### src/rtl/fpu_pkg.sv
// fpu_pkg: opcodes, unit selects, MIX float layout and sequencer states shared by the FPU sequencer
package fpu_pkg;
    localparam logic [2:0] FOP_ADD = 3'd1;
    localparam logic [2:0] FOP_SUB = 3'd2;
    localparam logic [2:0] FOP_MUL = 3'd3;
    localparam logic [2:0] FOP_DIV = 3'd4;
    typedef enum logic [1:0] {U_ADD, U_MUL, U_DIV} unit_t;
    typedef struct packed {
        logic        sign;
        logic [5:0]  exp;
        logic [23:0] mant;
    } mix_float_t;
    typedef enum logic [1:0] {S_IDLE, S_ISSUE, S_WAIT, S_DONE} state_t;
    function automatic mix_float_t negate(input mix_float_t f);
        return {~f.sign, f.exp, f.mant};
    endfunction
endpackage

### src/rtl/fpu_watchdog.sv
// fpu_watchdog: start-to-stop cycle counter with timeout compare and captured count
//   clr restarts the count, en advances it, cap latches count+1 into cycles, zero clears cycles
//   expired is high when the next count equals TIMEOUT
module fpu_watchdog #(
    parameter int TIMEOUT = 63,
    parameter int CW      = 8
) (
    input  logic          clk,
    input  logic          rst_n,
    input  logic          clr,
    input  logic          en,
    input  logic          cap,
    input  logic          zero,
    output logic          expired,
    output logic [CW-1:0] cycles
);
    logic [CW-1:0] cnt, nxt;
    assign nxt     = cnt + CW'(1);
    assign expired = nxt == CW'(TIMEOUT);
    always_ff @(posedge clk or negedge rst_n)
        if (!rst_n) begin
            cnt    <= '0;
            cycles <= '0;
        end else begin
            cnt    <= clr ? '0 : en ? nxt : cnt;
            cycles <= zero ? '0 : cap ? nxt : cycles;
        end
endmodule

### src/rtl/fpu_seq.sv
// fpu_seq: issues one MIX floating command to fadd/fmul/fdiv and returns its result with a done pulse
//   req/op/opa/opb: command from the CPU; u_in1/u_in2 and *_start: operand buses and unit starts
//   *_out/*_stop/*_ovf: unit answers; busy/done/result/ovf/err/cycles: status back to the CPU
module fpu_seq
    import fpu_pkg::*;
#(
    parameter int TIMEOUT = 63,
    parameter int CW      = 8
) (
    input  logic          clk,
    input  logic          rst_n,
    input  logic          req,
    input  logic [2:0]    op,
    input  logic [30:0]   opa,
    input  logic [30:0]   opb,
    output logic [30:0]   u_in1,
    output logic [30:0]   u_in2,
    output logic          add_start,
    output logic          mul_start,
    output logic          div_start,
    input  logic [30:0]   add_out,
    input  logic [30:0]   mul_out,
    input  logic [30:0]   div_out,
    input  logic          add_stop,
    input  logic          mul_stop,
    input  logic          div_stop,
    input  logic          add_ovf,
    input  logic          mul_ovf,
    input  logic          div_ovf,
    output logic          busy,
    output logic          done,
    output logic [30:0]   result,
    output logic          ovf,
    output logic          err,
    output logic [CW-1:0] cycles
);
    state_t      state;
    unit_t       unit, sel;
    mix_float_t  a, b;
    logic        legal, stop_sel, ovf_sel, expired, cap;
    logic [30:0] out_sel;
    assign legal    = op inside {FOP_ADD, FOP_SUB, FOP_MUL, FOP_DIV};
    assign sel      = op == FOP_MUL ? U_MUL : op == FOP_DIV ? U_DIV : U_ADD;
    assign stop_sel = unit == U_MUL ? mul_stop : unit == U_DIV ? div_stop : add_stop;
    assign ovf_sel  = unit == U_MUL ? mul_ovf : unit == U_DIV ? div_ovf : add_ovf;
    assign out_sel  = unit == U_MUL ? mul_out : unit == U_DIV ? div_out : add_out;
    // a stop in the same cycle as the timeout still counts as an answer
    assign cap      = state == S_WAIT && (stop_sel || expired);
    assign u_in1    = a;
    assign u_in2    = b;
    fpu_watchdog #(.TIMEOUT(TIMEOUT), .CW(CW)) u_wd (
        .clk     (clk),
        .rst_n   (rst_n),
        .clr     (state == S_ISSUE),
        .en      (state == S_WAIT),
        .cap     (cap),
        .zero    (state == S_IDLE && req && !legal),
        .expired (expired),
        .cycles  (cycles)
    );
    always_ff @(posedge clk or negedge rst_n)
        if (!rst_n) begin
            state     <= S_IDLE;
            unit      <= U_ADD;
            a         <= '0;
            b         <= '0;
            busy      <= 1'b0;
            done      <= 1'b0;
            add_start <= 1'b0;
            mul_start <= 1'b0;
            div_start <= 1'b0;
            result    <= '0;
            ovf       <= 1'b0;
            err       <= 1'b0;
        end else begin
            done      <= 1'b0;
            add_start <= 1'b0;
            mul_start <= 1'b0;
            div_start <= 1'b0;
            case (state)
                S_IDLE: if (req) begin
                    busy <= 1'b1;
                    ovf  <= 1'b0;
                    if (legal) begin
                        a         <= opa;
                        b         <= op == FOP_SUB ? negate(opb) : opb;
                        unit      <= sel;
                        err       <= 1'b0;
                        add_start <= sel == U_ADD;
                        mul_start <= sel == U_MUL;
                        div_start <= sel == U_DIV;
                        state     <= S_ISSUE;
                    end else begin
                        result <= '0;
                        err    <= 1'b1;
                        done   <= 1'b1;
                        state  <= S_DONE;
                    end
                end
                S_ISSUE: state <= S_WAIT;
                S_WAIT: if (cap) begin
                    result <= stop_sel ? out_sel : '0;
                    ovf    <= stop_sel & ovf_sel;
                    err    <= ~stop_sel;
                    done   <= 1'b1;
                    state  <= S_DONE;
                end
                default: begin
                    busy  <= 1'b0;
                    state <= S_IDLE;
                end
            endcase
        end
endmodule

### config.mk
export PLATFORM = sky130hd
export DESIGN_NAME = fpu_seq
export DESIGN_NICKNAME = d
export VERILOG_FILES = /design/src/rtl/fpu_pkg.sv /design/src/rtl/fpu_watchdog.sv /design/src/rtl/fpu_seq.sv
export SDC_FILE = /design/constraint.sdc
export NUM_CORES = 1
export LEC_CHECK = 0
export CAP_MARGIN = 10
export CELL_PAD_IN_SITES_DETAIL_PLACEMENT = 1
export CELL_PAD_IN_SITES_GLOBAL_PLACEMENT = 1
export CORE_UTILIZATION = 32
export CTS_BUF_LIST = sky130_fd_sc_hd__clkbuf_2 sky130_fd_sc_hd__clkbuf_4 sky130_fd_sc_hd__clkbuf_8
export DETAILED_ROUTE_END_ITERATION = 10
export GPL_TIMING_DRIVEN = 0
export PLACE_DENSITY = 0.93
export SLEW_MARGIN = 25
export SYNTH_ARGS = -nofsm -noshare
export SYNTH_HDL_FRONTEND = slang
export SYNTH_HIERARCHICAL = 1
export SYNTH_SLANG_ARGS = --single-unit
### constraint.sdc
create_clock -name clk -period 2.8 [get_ports clk]
set_input_delay 0.56 -clock clk [delete_from_list [all_inputs] [get_ports clk]]
set_output_delay 0.56 -clock clk [all_outputs]
set_load 0.005 [all_outputs]
# Word level (Yosys, flattened, before mapping)
# Cells that the tools add are included.
[op_classes] n_addsub=1 eq_ne=14 muxes=43 n_bitwise=4 reduce_logical=17
[ops] op="31-bit 2-to-1 mux" count=7
[ops] op="31-bit one-hot mux with 2 select lines" count=1
[ops] op="8-bit 2-to-1 mux" count=4
[ops] op="1-bit 2-to-1 mux" count=21
[ops] op="2-bit 2-to-1 mux" count=5
[ops] op="8-bit by 1-bit adder with 8-bit output (second input constant)" count=1
[ops] op="8-bit by 6-bit equality test with 1-bit output (second input constant)" count=1
[ops] op="1-bit one-hot mux with 2 select lines" count=4
[ops] op="2-bit by 1-bit equality test with 1-bit output (second input constant)" count=3
[ops] op="2-bit equality test (second input constant)" count=3
[ops] op="3-bit by 2-bit equality test with 1-bit output (second input constant)" count=2
[ops] op="2-bit inequality test (second input constant)" count=3
[ops] op="2-bit one-hot mux with 3 select lines" count=1
[ops] op="3-bit AND reduction" count=2
[ops] op="2-bit nonzero test" count=3
[ops] op="2-bit logical NOT" count=2
[ops] op="2-bit AND reduction" count=2
[ops] op="4-bit AND reduction" count=1
[ops] op="4-bit nonzero test" count=1
[ops] op="3-bit by 1-bit equality test with 1-bit output (second input constant)" count=1
[ops] op="3-bit equality test (second input constant)" count=1
[ops] op="1-bit logical AND" count=3
[ops] op="1-bit inverter" count=3
[ops] op="2-bit OR reduction" count=1
[ops] op="3 further kinds" count=3
[word_totals] ff_bits=120 input_bits=167 output_inout_bits=108 elab_cells=97

# Longest topological paths before layout
# Gate-level depths: netlist of run 1.
[logic_depth] depth_word=7 mapped_depth=9 depth_no_buf=9

# By module
# Netlist of run 1, hierarchy kept.
[modules_own_cells] module="fpu_seq" n_inst=1 cells_per_inst=397 area_each_um2=5111.2 seq_area_each_um2=2602.5
[modules_own_cells] module="fpu_watchdog" n_inst=1 cells_per_inst=81 area_each_um2=824.5 seq_area_each_um2=400.4

# Worst setup path before layout of run 1
# No wires, ideal clock.
[synth_path] kind="register to register" start="register u_wd.cnt[1]" end="register ovf" setup_ns=0.125 arrival_time_ns=2.199 required_ns=2.675 slack_ns=0.476 path_stages_with_launch=10 path_buffers=0 synth_period_minus_slack_ns=2.324 cell_sequence="dfrtp_1 -> ha_1 -> nand3_1 -> nor2_1 -> xnor2_1 -> nor4b_2 -> nand2b_1 -> o31ai_1 -> nor3_1 -> mux2_2"
[synth_between] elab_chain_cells=6
[synth_lines] element="from (decl)" line="fpu_watchdog.sv:17" source="logic [CW-1:0] cnt, nxt;"
[synth_lines] element="from (signal assigned)" line="fpu_watchdog.sv:25" source="cnt <= clr ? '0 : en ? nxt : cnt;"
[synth_lines] element="8-bit by 1-bit adder with 8-bit output" line="fpu_watchdog.sv:18" source="assign nxt = cnt + CW'(1);"
[synth_lines] element="8-bit by 6-bit equality test with 1-bit output" line="fpu_watchdog.sv:19" source="assign expired = nxt == CW'(TIMEOUT);"
[synth_lines] element="via expired" line="fpu_seq.sv:40" source="logic legal, stop_sel, ovf_sel, expired, cap;"
[synth_lines] element="1-bit logical OR" line="fpu_seq.sv:48" source="assign cap = state == S_WAIT && (stop_sel || expired);"
[synth_lines] element="1-bit logical AND" line="fpu_seq.sv:48"
[synth_lines] element="2-bit inequality test (no source line)"
[synth_lines] element="3-bit AND reduction (no source line)"
[synth_lines] element="to (signal assigned)" line="fpu_seq.sv:103" source="ovf <= stop_sel & ovf_sel;"
[synth_lines] element="to (decl)" line="fpu_seq.sv:33" source="output logic ovf,"
# The timed path passes the listed nets, and every way through them passes these cells.
# A chain may end at the register's enable or synchronous reset.

# Worst setup path after layout of run 1
# Same ends and word-level chain as after synthesis.

==> impl_metrics.json, run 1 <==
{
  "synth_seq_cells": 120,
  "power.total_mw": 8.75,
  "ys_warn_count": 6,
  "cts_tree": "done",
  "die_x_um": 138,
  "start_kind": "flip-flop",
  "crit_arrival_ps": 2950,
  "power.density_mw_per_mm2": 934,
  "synth_most_common_cell": "dfrtp_1",
  "io_pins": 275,
  "r2r-end": "ovf$_DFFE_PN0P_",
  "die_y_um": 138,
  "vias": 5071,
  "grt_pass1_wl_um": 31700,
  "grt_pass1_vias": 5552,
  "core_area_mm2": 0.0181,
  "totalWireLength_um": 19700,
  "drv_slew": 0,
  "drt_pass1_iterations": 8,
  "synth_area_leader_cell": "dfrtp_1",
  "r2r_setup_slack_ps": 170,
  "reg2regPathDepth": 9,
  "drc_errors": 48,
  "synth_area_per_cell_um2": 12.4,
  "dieArea_mm2": 0.0191,
  "ys_top_cells_by_area": "dfrtp_1 51%, mux2_1 8.7%, mux2_4 7.6%",
  "fin_util_pct": 51.8,
  "synthesis.nets": 651,
  "required_ps": 3120,
  "tightest_slew_ps": 615,
  "finalSetupTns_ps": 0,
  "cts_buffer_depth": 2,
  "critPathKind": "flip-flop to flip-flop",
  "seq_area_mm2": 0.00300,
  "r2r-start": "u_wd/cnt[1]$_DFFE_PN0P_",
  "clock_latency_ps": 430,
  "synth_common_cells": "120 x dfrtp_1, 46 x mux2_1, 42 x a211oi_1",
  "synthesis.area_mm2": 0.00594,
  "first_iter_violations": 165,
  "ys_types": 53,
  "multi_input_area_mm2": 0.00275,
  "track_usage_pct": 21.5,
  "dp_hpwl_um": 15400,
  "area_growth_pct": 57.9,
  "drt-wirelength-per-cell_um": 19.4,
  "synthFlopType": "dfrtp_1",
  "ant_nets": 0,
  "initial_core_util_pct": 32.8,
  "crit_fanout": 8,
  "min_path_type": "flip-flop to flip-flop",
  "crit_start": "u_wd/cnt[1]$_DFFE_PN0P_",
  "cts_buffers": 17,
  "antenna_found_initial": 0,
  "status": "finished, violations left",
  "grt_max_degree": 85,
  "gp_congestion": 0.792,
  "drive_gt1_share_pct": 14.6,
  "max_slew_margin_pct": 59.0,
  "synth-edff-count": 0,
  "finalHoldViolations": 0,
  "ys_seq_area_share_pct": 50.6,
  "layout_min_cycle_time_ps": 2630,
  "overflow": 0,
  "viasPerCell": 5.00,
  "hold-path-cell-count": 1,
  "numPortBuffers": 274,
  "rows": 49,
  "post_cts_buffers": 0,
  "leakage_nw": 3.89,
  "path_clk_slew_ps": 80,
  "maxCapViolCount": 0,
  "fillers": 1936,
  "fin_nets": 946,
  "violations": "design-rule violations",
  "end_kind": "flip-flop",
  "root_buffer": "clkbuf_8",
  "finalSetupViolations": 0,
  "synth-async-reset-ratio_pct": 100,
  "peakVddDrop_v": 0.000355,
  "htree_num_levels": 4,
  "netlist.area_leader.share_pct": 50.6,
  "rsz0062_at_grt": "no",
  "fin_crit_sh_pct": 93.9,
  "antenna_cells": 0,
  "fmax_mhz": 380,
  "finClkSkew_ps": 12.5,
  "hold_end": "u_in2[17]$_DFFE_PN0P_",
  "cts.sinks": 120,
  "syn-instance-count": 478,
  "worstHoldStart": "u_in2[17]$_DFFE_PN0P_"
}
layout by cell type (no fill, tap or decap), drive strengths merged, types with 2 or more instances in the layout:
cell type        n
or3b             2
clkinv           7
or3              2
nor4b            2
dfrtp          120
inv              7
mux2            93
nor3            21
xnor2            5
a21oi            3
nand4            5
o21ai            7
nand2b           4
clkbuf          30
nand2            6
nand3            3
a211oi          42
ha               6
buf             23
and3             2
mux2i           21
clkdlybuf4s50  273
nor2b           20
clkinvlp         5
o22ai           14
xor2            10
a21o             3
nor2            33
metal layers:
layer,vias up,GRT usage (%),share of wire (%)
met3,21,4.99,5.8
met2,160,39.9,54
met5,-,0,0
met4,0,6.98,1.4
met1,2558,24.2,39
li1,2332,-,-
logic make-up (layout without fill, tap and decap cells):
logic type | Yosys count | after routing | share of synthesized area (%)
compound gates | 80 | 80 | 9.99
mux | 114 | 114 | 23.1
xor+xnor | 15 | 15 | 2.34
flops | 120 | 120 | 50.6
fa+ha+maj | 6 | 6 | 1.26
buf+inv | 39 | 347 | 3.20
simple gates | 104 | 104 | 9.53
registers in the layout, summed over array words and instances, names as in the netlist:
name         cells
add_start        1
busy             1
div_start        1
done             1
err              1
mul_start        1
ovf              1
result          31
state            2
u_in1           31
u_in2           31
u_wd/cnt         8
u_wd/cycles      8
unit             2
area by class of cell:
class,instances,share of cell area [%]
Clock buffer,17,2.50
Clock inverter,15,1.36
Buffer,34,1.83
Tap cell,229,3.06
Sequential cell,120,32.0
Multi-Input combinational cell,319,29.3
Inverter,5,0.200
Timing Repair Buffer,276,29.7
worst max-delay path, cell delays in order (launching register included):
cell	delay, ps
dfrtp_2	450
ha_2	260
nand3_1	120
nor2_1	140
xnor2_1	160
nor4b_2	290
nand2b_2	280
o31ai_1	140
nor3_1	310
mux2_2	370
repair_timing:
action | in CTS | in global routing
hold buffers | 1 | 0
gates resized for setup | 2 | 1
hold endpoints to repair | 36 | 0
endpoints found under the setup margin | 1 | 1
per-stage QoR:
| stage | hold WS, ps | setup slack [ps] | cell area [um^2] | cells |
|---|---|---|---|---|
| after global placement | 463 | -3670 | 8960 | 981 |
| after CTS | 500 | 29.2 | 9370 | 1015 |
| after floorplan | 264 | 476 | 5940 | 478 |
| final | 495 | 171 | 9380 | 1015 |
| after detailed placement | 454 | -79.3 | 9000 | 982 |
| after global routing | 512 | 38.1 | 9380 | 1015 |
report_power, final:
group / leakage (nW) / total [mW] / internal, mW / switching, mW
registers: 1.51 / 2.88 / 2.45 / 0.427
logic: 2.20 / 4.44 / 2.54 / 1.89
clock network: 0.174 / 1.44 / 0.698 / 0.741
total: 3.89 / 8.75 / 5.69 / 3.06
worst max path at each step:
| stage | end | slack, ps |
|---|---|---|
| after detailed placement | ovf$_DFFE_PN0P_ | -80 |
| after global placement | result[2]$_DFFE_PN0P_ | -3670 |
| after CTS | ovf$_DFFE_PN0P_ | 30 |
| after global routing | ovf$_DFFE_PN0P_ | 40 |
| final | ovf$_DFFE_PN0P_ | 170 |
| after floorplan | ovf$_DFFE_PN0P_ | 480 |
Note: power is estimated with default switching activity, not from simulation.
==> run 2, diff against run 1 <==
--- a/config.mk
+++ b/config.mk
@@ -8,6 +8,7 @@
 export CAP_MARGIN = 10
 export CELL_PAD_IN_SITES_DETAIL_PLACEMENT = 1
 export CELL_PAD_IN_SITES_GLOBAL_PLACEMENT = 1
+export CORE_ASPECT_RATIO = 0.75
 export CORE_UTILIZATION = 32
 export CTS_BUF_LIST = sky130_fd_sc_hd__clkbuf_2 sky130_fd_sc_hd__clkbuf_4 sky130_fd_sc_hd__clkbuf_8
 export DETAILED_ROUTE_END_ITERATION = 10
==> impl_metrics.json, run 2 (synthesis gave the netlist of run 1 again) <==
{
  "drive_gt1_share_pct": 14.4,
  "clock_latency_ps": 440,
  "crit_fanout": 8,
  "overflow": 0,
  "track_usage_pct": 23.0,
  "cts_buffers": 17,
  "drt_pass1_iterations": 4,
  "seq_area_mm2": 0.00300,
  "initial_core_util_pct": 33.1,
  "die_y_um": 120,
  "cpPeakStageDelay_ps": 470,
  "worst-path-buf-inv": 0,
  "dp_hpwl_um": 16500,
  "cts_tree": "done",
  "vias": 5076,
  "multi_input_area_mm2": 0.00275,
  "grt_pass1_wl_um": 32900,
  "path_clk_slew_ps": 70,
  "gp_congestion": 0.841,
  "finClkSkew_ps": 16.4,
  "status": "finished, final reports clean",
  "fillers": 1851,
  "drt-wirelength-per-cell_um": 20.7,
  "cp_top_family": "simple AND/OR/NAND/NOR gates",
  "finalSetupViolations": 0,
  "antenna_found_initial": 0,
  "core_area_mm2": 0.0179,
  "grt_max_degree": 82,
  "fmax_mhz": 389,
  "viasPerCell": 4.94,
  "end_kind": "flip-flop",
  "totalWireLength_um": 21300,
  "htree_num_levels": 4,
  "hold_end": "u_in2[8]$_DFFE_PN0P_",
  "fin_crit_sh_pct": 91.8,
  "rsz0062_at_grt": "no",
  "cts.sinks": 120,
  "root_buffer": "clkbuf_8",
  "power.density_mw_per_mm2": 954,
  "first_iter_violations": 225,
  "drc_errors": 0,
  "drv_slew": 0,
  "cts_buffer_depth": 2,
  "maxCapViolCount": 0,
  "finalHoldViolations": 0,
  "leakage_nw": 3.91,
  "ant_nets": 0,
  "tightest_slew_ps": 675,
  "die_x_um": 159,
  "r2r_setup_slack_ps": 230,
  "fin_util_pct": 52.5,
  "dieArea_mm2": 0.0191,
  "area_growth_pct": 58.6,
  "min_path_type": "flip-flop to flip-flop",
  "crit_slowest_cell": "dfrtp_2",
  "hold-path-cell-count": 1,
  "crit_chain": "ha_1, xor2_1, nand4b_1, nor4b_2, nand2b_2, o31ai_1, nor3_1, mux2_2",
  "power.total_mw": 8.98,
  "required_ps": 3120,
  "reg2regPathDepth": 8,
  "io_pins": 275,
  "crit_arrival_ps": 2890,
  "worstHoldStart": "u_in2[8]$_DFFE_PN0P_",
  "mostFrequentLayoutCells": "273 x clkdlybuf4s50_1, 119 x dfrtp_1, 46 x mux2_1, 42 x a211oi_1, 33 x nor2_1",
  "r2r-start": "u_wd/cnt[1]$_DFFE_PN0P_",
  "critPathKind": "flip-flop to flip-flop",
  "rows": 42,
  "layout_min_cycle_time_ps": 2570,
  "numPortBuffers": 274,
  "peakVddDrop_v": 0.000429,
  "grt_pass1_vias": 5575,
  "stdcell_count": 1027,
  "finalSetupTns_ps": 0,
  "r2r-end": "ovf$_DFFE_PN0P_",
  "fin_nets": 946,
  "start_kind": "flip-flop",
  "place_inst": 995,
  "layout_commonest_cell": "clkdlybuf4s50_1",
  "antenna_cells": 0,
  "max_slew_margin_pct": 55.0
}
==> run 2: cell count changes in the layout (fill, tap and decap cells not counted), sizes merged <==
cell	delta
bufinv	+1
clkbuf	+1
clkinv	-1
clkinvlp	-3
inv	+1
==> run 2: worst max-delay path by stage <==
stage | from | endpoint | cells after the start
3_3_place_gp | rst_n | result[13]$_DFFE_PN0P_ | 1
5_1_grt | u_wd/cnt[1]$_DFFE_PN0P_ | ovf$_DFFE_PN0P_ | 9
3_5_place_dp | op[1] | u_in1[1]$_DFFE_PN0P_ | 6
6_report | u_wd/cnt[1]$_DFFE_PN0P_ | ovf$_DFFE_PN0P_ | 8
2_1_floorplan | u_wd/cnt[1]$_DFFE_PN0P_ | ovf$_DFFE_PN0P_ | 9
4_1_cts | u_wd/cnt[1]$_DFFE_PN0P_ | ovf$_DFFE_PN0P_ | 8
==> run 2: what timing repair did <==
item | in CTS | in global routing
hold buffers | 1 | 0
setup endpoints to repair | 0 | 1
gates resized for setup | 0 | 2
setup buffers | 0 | 0
endpoints found under the hold margin | 39 | 0
==> run 2: routing by layer <==
layer  GRT usage [%]  part of all wire (%)
met4            8.29                   2.6
met1            27.1                    41
met3            6.15                   6.1
met5               0                     0
met2            40.2                    50
==> run 2: final cells by class <==
class                           instances  area share, %
Timing Repair Buffer                  276           29.6
Sequential cell                       120           31.9
Clock buffer                           18           2.56
Multi-Input combinational cell        319           29.2
Buffer                                 34           1.82
Clock inverter                         13           1.55
Inverter                                5          0.199
Tap cell                              242           3.22
==> run 2: worst register-to-register path: stages, from the launching register on <==
cell and delay [ps]:
dfrtp_2 470, ha_1 260, xor2_1 240, nand4b_1 180, nor4b_2 290, nand2b_2 260
o31ai_1 140, nor3_1 250, mux2_2 360
==> run 2: through the flow <==
step	cell area [um^2]	setup slack [ps]	hold slack, ps
detailed placement	9010	32.1	465
global route	9420	76.0	510
global placement	8980	-3740	462
floorplan	5940	476	264
CTS	9410	79.0	497
finish	9420	229	494
==> run 2: power by group <==
group / leakage, nW / switching [mW] / total, mW / internal, mW
sequential: 1.51 / 0.426 / 2.88 / 2.45
combinational: 2.21 / 1.99 / 4.53 / 2.54
clock: 0.193 / 0.767 / 1.57 / 0.805
==> RTL edit 1 (config.mk and constraints of run 2) <==
Register the output `u_in1` once more, without a reset; this adds one clock of latency there. The other outputs are not delayed to match.
--- a/src/rtl/fpu_seq.sv
+++ b/src/rtl/fpu_seq.sv
@@ -46,7 +46,9 @@
     assign out_sel  = unit == U_MUL ? mul_out : unit == U_DIV ? div_out : add_out;
     // a stop in the same cycle as the timeout still counts as an answer
     assign cap      = state == S_WAIT && (stop_sel || expired);
-    assign u_in1    = a;
+    always_ff @(posedge clk) begin
+        u_in1 <= a;
+    end
     assign u_in2    = b;
     fpu_watchdog #(.TIMEOUT(TIMEOUT), .CW(CW)) u_wd (
         .clk     (clk),
Function: changed (a bounded check fails within 4 cycles, from zero or initial values and one cycle with rst_n low).
==> RTL edit 1 against run 2 <==
  * Highest routed layer is now met5
  * Synthesized area rose by 12%
  * Utilization decreased by 2.3 points
  * Worst setup slack got worse by 0.029 ns
  * Global-route usage fell by 2.6 points
  * Critical path type unchanged
  * Sequential power increased by 29%
  * Design area up 8.3%
  * Sequential cell count rose by 31
  * Count of clock-buffer cells in the layout is 1 lower
  * Total power is 19% higher
  * Die area increased by 12%
  * Wire length up 0.14%
==> RTL edit 1: results (changes against run 2) <==
Run status
  – Outcome: complete, no violations (unchanged)

Global route
  – Number of global-route vias before repair: 5,861 (was 5,575)
  – First-pass GRT wire length: 32.97 mm (was 32.87 mm)
  – Pin count of the biggest net entering global routing: 74 (was 82)
  – Gr usage total: 20.33% (was 22.97%)
  – Antenna violations before repair: 2 (was 0)

Min path
  – Hold path depth: 0 (was 1)
  – Sink of the worst hold path: u_in1[21] (was u_in2[8])
  – Hold path start: a[21] (was u_in2[8])

Setup path
  – FF-to-FF setup slack: 0.20 ns (was 0.23 ns)
  – RR Endpoint: result[4] (was ovf)
  – Data arrival, critical path: 2.95 ns (was 2.89 ns)
  – Crit path max fanout: 10 (was 8)
  – R2r worst-path depth: 10 (was 8)
  – Delay of the slowest critical-path stage: 0.41 ns (was 0.47 ns)

Routing
  – Vias per std cell: 4.897 (was 4.943)
  – Drt wl/cell: 19.63 um (was 20.70 um)
  – Final WL: 21.28 mm (was 21.25 mm)
  – First DRT Iteration DRCs: 211 (was 225)

Pwr
  – Total leakage power: 4.293 nW (was 3.913 nW)
  – Peak VDD IR: 0.0003125 V (was 0.0004295 V)

Yosys
  – Synth area leaders: dfrtp_1 45%, mux2_2 11%, dfxtp_1 9.3% (was dfrtp_1 51%, mux2_1 8.7%, mux2_4 7.6%)
  – Synth unique cells: 51 (was 53)
  – Commonest cells post-synth: 120 x dfrtp_1, 62 x mux2_2, 41 x a211oi_1, 31 x dfxtp_1, 30 x mux2_4 (was 120 x dfrtp_1, 46 x mux2_1, 42 x a211oi_1, 33 x nor2_1, 30 x mux2_4)
  – Post-synth ARST share: 79.47% (was 100.0%)
  – Mapped Nets: 690 (was 651)
  – Syn Area/Cell: 12.85 um2 (was 12.42 um2)
  – Sequential fraction of the synthesis area: 54.55% (was 50.59%)

Clock tree
  – Reg clk slew, reported paths: 0.10 ns (was 0.07 ns)

Place
  – I/O Buffers: 270 (was 274)
  – DP Cell Count: 1,046 (was 995)
  – Placement Cell Area: 0.009701 mm2 (was 0.009014 mm2)
  – Pre-CTS setup slack: -0.08572 ns (was 0.03206 ns)
  – Final HPWL DP: 16.05 mm (was 16.53 mm)
  – Placer Congestion: 0.7683 (was 0.8414)

Final layout
  – Fin nets: 985 (was 946)
  – Layout cells sized above 1: 19.64% (was 14.39%)

STA
  – Clock skew: 0.02217 ns (was 0.01642 ns)
[RTL edit 1: repair_timing]
item,CTS,global route
endpoints found under the setup margin,35,37
pin swaps,0,1
hold buffers,1,0
setup buffers,0,4
endpoints found under the hold margin,38,0
gates cloned,0,0
gates resized for setup,2,4
[RTL edit 1: how the worst max path moves through the flow]
stage / startpoint / to / slack [ns]
2_1_floorplan: u_wd/cnt[1] / result[10] / 0.54
3_3_place_gp: rst_n / a[7] / -3.71
3_5_place_dp: u_wd/cnt[1] / u_wd/cycles[0] / -0.09
4_1_cts: u_wd/cnt[1] / u_wd/cycles[2] / 0.06
5_1_grt: u_wd/cnt[1] / result[10] / 0.05
6_report: u_wd/cnt[1] / result[4] / 0.20
[RTL edit 1: routing by layer]
layer  vias up  wire length (um)  global-route usage (%)
met5         -                11                       0
met4         2               341                   6.631
met3        27              1196                   6.022
met2       161             10670                   34.90
met1      2668              9068                   24.45
li1       2450                 -                       -
[RTL edit 1: where the power goes]
group / internal [mW] / total (mW) / switching [mW]
registers: 3.20 / 3.71 / 0.511
logic: 2.97 / 5.23 / 2.26
clock network: 0.699 / 1.75 / 1.05
[RTL edit 1: area by class of cell]
class	instances	area [um2]
flip-flops and latches	151	3625
multi-input cells	321	2818
clock inverters	15	193.9
repair buffers	276	2775
diodes	1	2.502
clock buffers	17	234.0
inverters	8	30.03
plain buffers	37	192.7
well taps	258	322.8
fillers	2103	10080
[RTL edit 1: worst max-delay path: cells and delay by family, from the launching register on]
family / cells / cell delay, ns
compound gates: 2 / 0.29
xor+xnor: 1 / 0.17
fa+ha+maj: 1 / 0.23
buf+inv: 2 / 0.40
flops: 1 / 0.41
mux: 1 / 0.32
simple gates: 3 / 0.64
[RTL edit 1: cells by family after synthesis]
| logic type | after synthesis | share of synthesized area [%] |
|---|---|---|
| flip-flops | 151 | 54.55 |
| multiplexers | 116 | 20.91 |
| AO/OA/AOI/OAI | 96 | 10.64 |
| AND/OR/NAND/NOR | 88 | 7.195 |
| buffers and inverters | 45 | 3.315 |
| XOR/XNOR | 15 | 2.260 |
| adder cells (fa/ha/maj) | 6 | 1.130 |
[RTL edit 1: stage by stage]
step,TNS (ns),hold slack (ns)
detailed placement,-0.3310,0.3510
global route,0,0.3788
finish,0,0.3617
CTS,0,0.3599
floorplan,0,0.2644
global placement,-443.82,0.3456
==> RTL edit 2 (flow settings as in run 2) <==
Without the edit above. `CW` is set to 8 in 2 places; all go to 10.
--- a/src/rtl/fpu_watchdog.sv
+++ b/src/rtl/fpu_watchdog.sv
@@ -3,7 +3,7 @@
 //   expired is high when the next count equals TIMEOUT
 module fpu_watchdog #(
     parameter int TIMEOUT = 63,
-    parameter int CW      = 8
+    parameter int CW      = 10
 ) (
     input  logic          clk,
     input  logic          rst_n,
--- a/src/rtl/fpu_seq.sv
+++ b/src/rtl/fpu_seq.sv
@@ -5,7 +5,7 @@
     import fpu_pkg::*;
 #(
     parameter int TIMEOUT = 63,
-    parameter int CW      = 8
+    parameter int CW      = 10
 ) (
     input  logic          clk,
     input  logic          rst_n,
Interface: changed (resized cycles); port bits go from 275 to 277. No check against the original RTL was run, so the function may have changed too.
==> RTL edit 2 against run 2 <==
  * Wire length down 4.2%
  * Synthesized area up 3.5%
  * Synthesized cell count increased by 5.0%
  * Design area up 3.5%
  * Clock power grew 6%
  * Combinational power rose by 3%
  * Sequential cell count up 4
  * Utilization shrank 0.17 points
  * Total power is 3.2% higher
  * Worst setup slack worse by 0.15 ns
  * Count of clock-buffer cells in the layout is 3 higher
  * Highest routed layer unchanged
==> RTL edit 2: results (changes against run 2) <==
Setup path
  – CP Launch Point: u_wd/cnt[0] (was u_wd/cnt[1])
  – RR Endpoint: result[26] (was ovf)
  – Crit path max fanout: 10 (was 8)
  – Data arrival, critical path: 3.03 ns (was 2.89 ns)

STA
  – Tightest Pin Transition: 0.5897 ns (was 0.6746 ns)
  – Clock skew: 0.01916 ns (was 0.01642 ns)
  – Hold WS: 0.03993 ns (was 0.4943 ns)
  – Setup WS post-layout: 0.07978 ns (was 0.2292 ns)

Yosys
  – Synth area leaders: dfrtp_1 51%, mux2_1 8.4%, mux2_4 7.3% (was dfrtp_1 51%, mux2_1 8.7%, mux2_4 7.6%)
  – Commonest cells post-synth: 124 x dfrtp_1, 46 x mux2_1, 42 x a211oi_1, 39 x nor2_1, 30 x mux2_4 (was 120 x dfrtp_1, 46 x mux2_1, 42 x a211oi_1, 33 x nor2_1, 30 x mux2_4)
  – Syn Area/Cell: 12.23 um2 (was 12.42 um2)
  – Multiplexer area fraction after synthesis: 22.31% (was 23.08%)
  – Synth unique cells: 55 (was 53)
  – XOR/XNOR Fraction of Synth Area: 2.689% (was 2.340%)
  – Synth Area in Adders: 1.222% (was 1.265%)
  – Post-synthesis compound-gate area fraction: 9.943% (was 9.992%)

Place
  – Placement Cell Area: 0.009245 mm2 (was 0.009014 mm2)
  – I/O Buffers: 276 (was 274)
  – Final HPWL DP: 15.57 mm (was 16.53 mm)
  – Pre-CTS setup slack: -0.1862 ns (was 0.03206 ns)
  – DP Cell Count: 1,026 (was 995)
  – Placer Congestion: 0.7856 (was 0.8414)

Pwr
  – Power in combinational cells: 4.67 mW (was 4.53 mW)
  – Peak VDD IR: 0.0004108 V (was 0.0004295 V)
  – Total leakage power: 4.052 nW (was 3.913 nW)

Final layout
  – Fin nets: 975 (was 946)
  – Layout cells sized above 1: 14.36% (was 14.39%)

Routing
  – Routed length on met3: 1.034 mm (was 1.287 mm)
  – Drt wl/cell: 19.18 um (was 20.70 um)
  – DR vias: 5,202 (was 5,076)
  – Routed wl met2: 10.43 mm (was 10.65 mm)

Global route
  – GRT met1 Usage: 24.89% (was 27.12%)
  – First-pass GRT wire length: 31.42 mm (was 32.87 mm)
  – Number of global-route vias before repair: 5,651 (was 5,575)
  – Gr usage total: 20.85% (was 22.97%)
  – GR Util met2: 37.23% (was 40.21%)
  – Pin count of the biggest net entering global routing: 65 (was 82)

Clock tree
  – CTS Hold Bufs: 0 (was 1)
  – CTS resizes: 6 (was 0)
  – Setup bufs post-CTS: 2 (was 0)

Run status
  – Outcome: complete, no violations (unchanged)

Min path
  – HP Class: primary input to asynchronous set/reset pin (was flip-flop to flip-flop)
==> RTL edit 2: cell types whose count changed after synthesis, moves of 2 or more <==
cell,before,now
clkbuf_1,13,15
a311oi_1,0,2
nor2_1,33,39
xor2_1,9,5
nor3_1,20,25
inv_1,5,7
dfrtp_1,120,124
xnor2_1,5,12
buf_2,17,13
==> RTL edit 2: area by class of cell <==
| cell class | instances | area (um2) |
|---|---|---|
| Timing Repair Buffer | 282 | 2833 |
| Tap cell | 247 | 309.0 |
| Multi-Input combinational cell | 336 | 2856 |
| Sequential cell | 124 | 3104 |
| Inverter | 7 | 26.28 |
| Fill cell | 1972 | 8866 |
| Clock buffer | 21 | 289.0 |
| Clock inverter | 11 | 130.1 |
| Buffer | 34 | 201.4 |
==> RTL edit 2: critical path, stage by stage (launching register included) <==
cell and delay (ns):
dfrtp_2 0.44, ha_4 0.19, inv_1 0.07, or3_1 0.40, and4bb_1 0.22, and4_1 0.19
nand2b_2 0.26, o21ai_4 0.32, buf_12 0.20, mux2_4 0.31
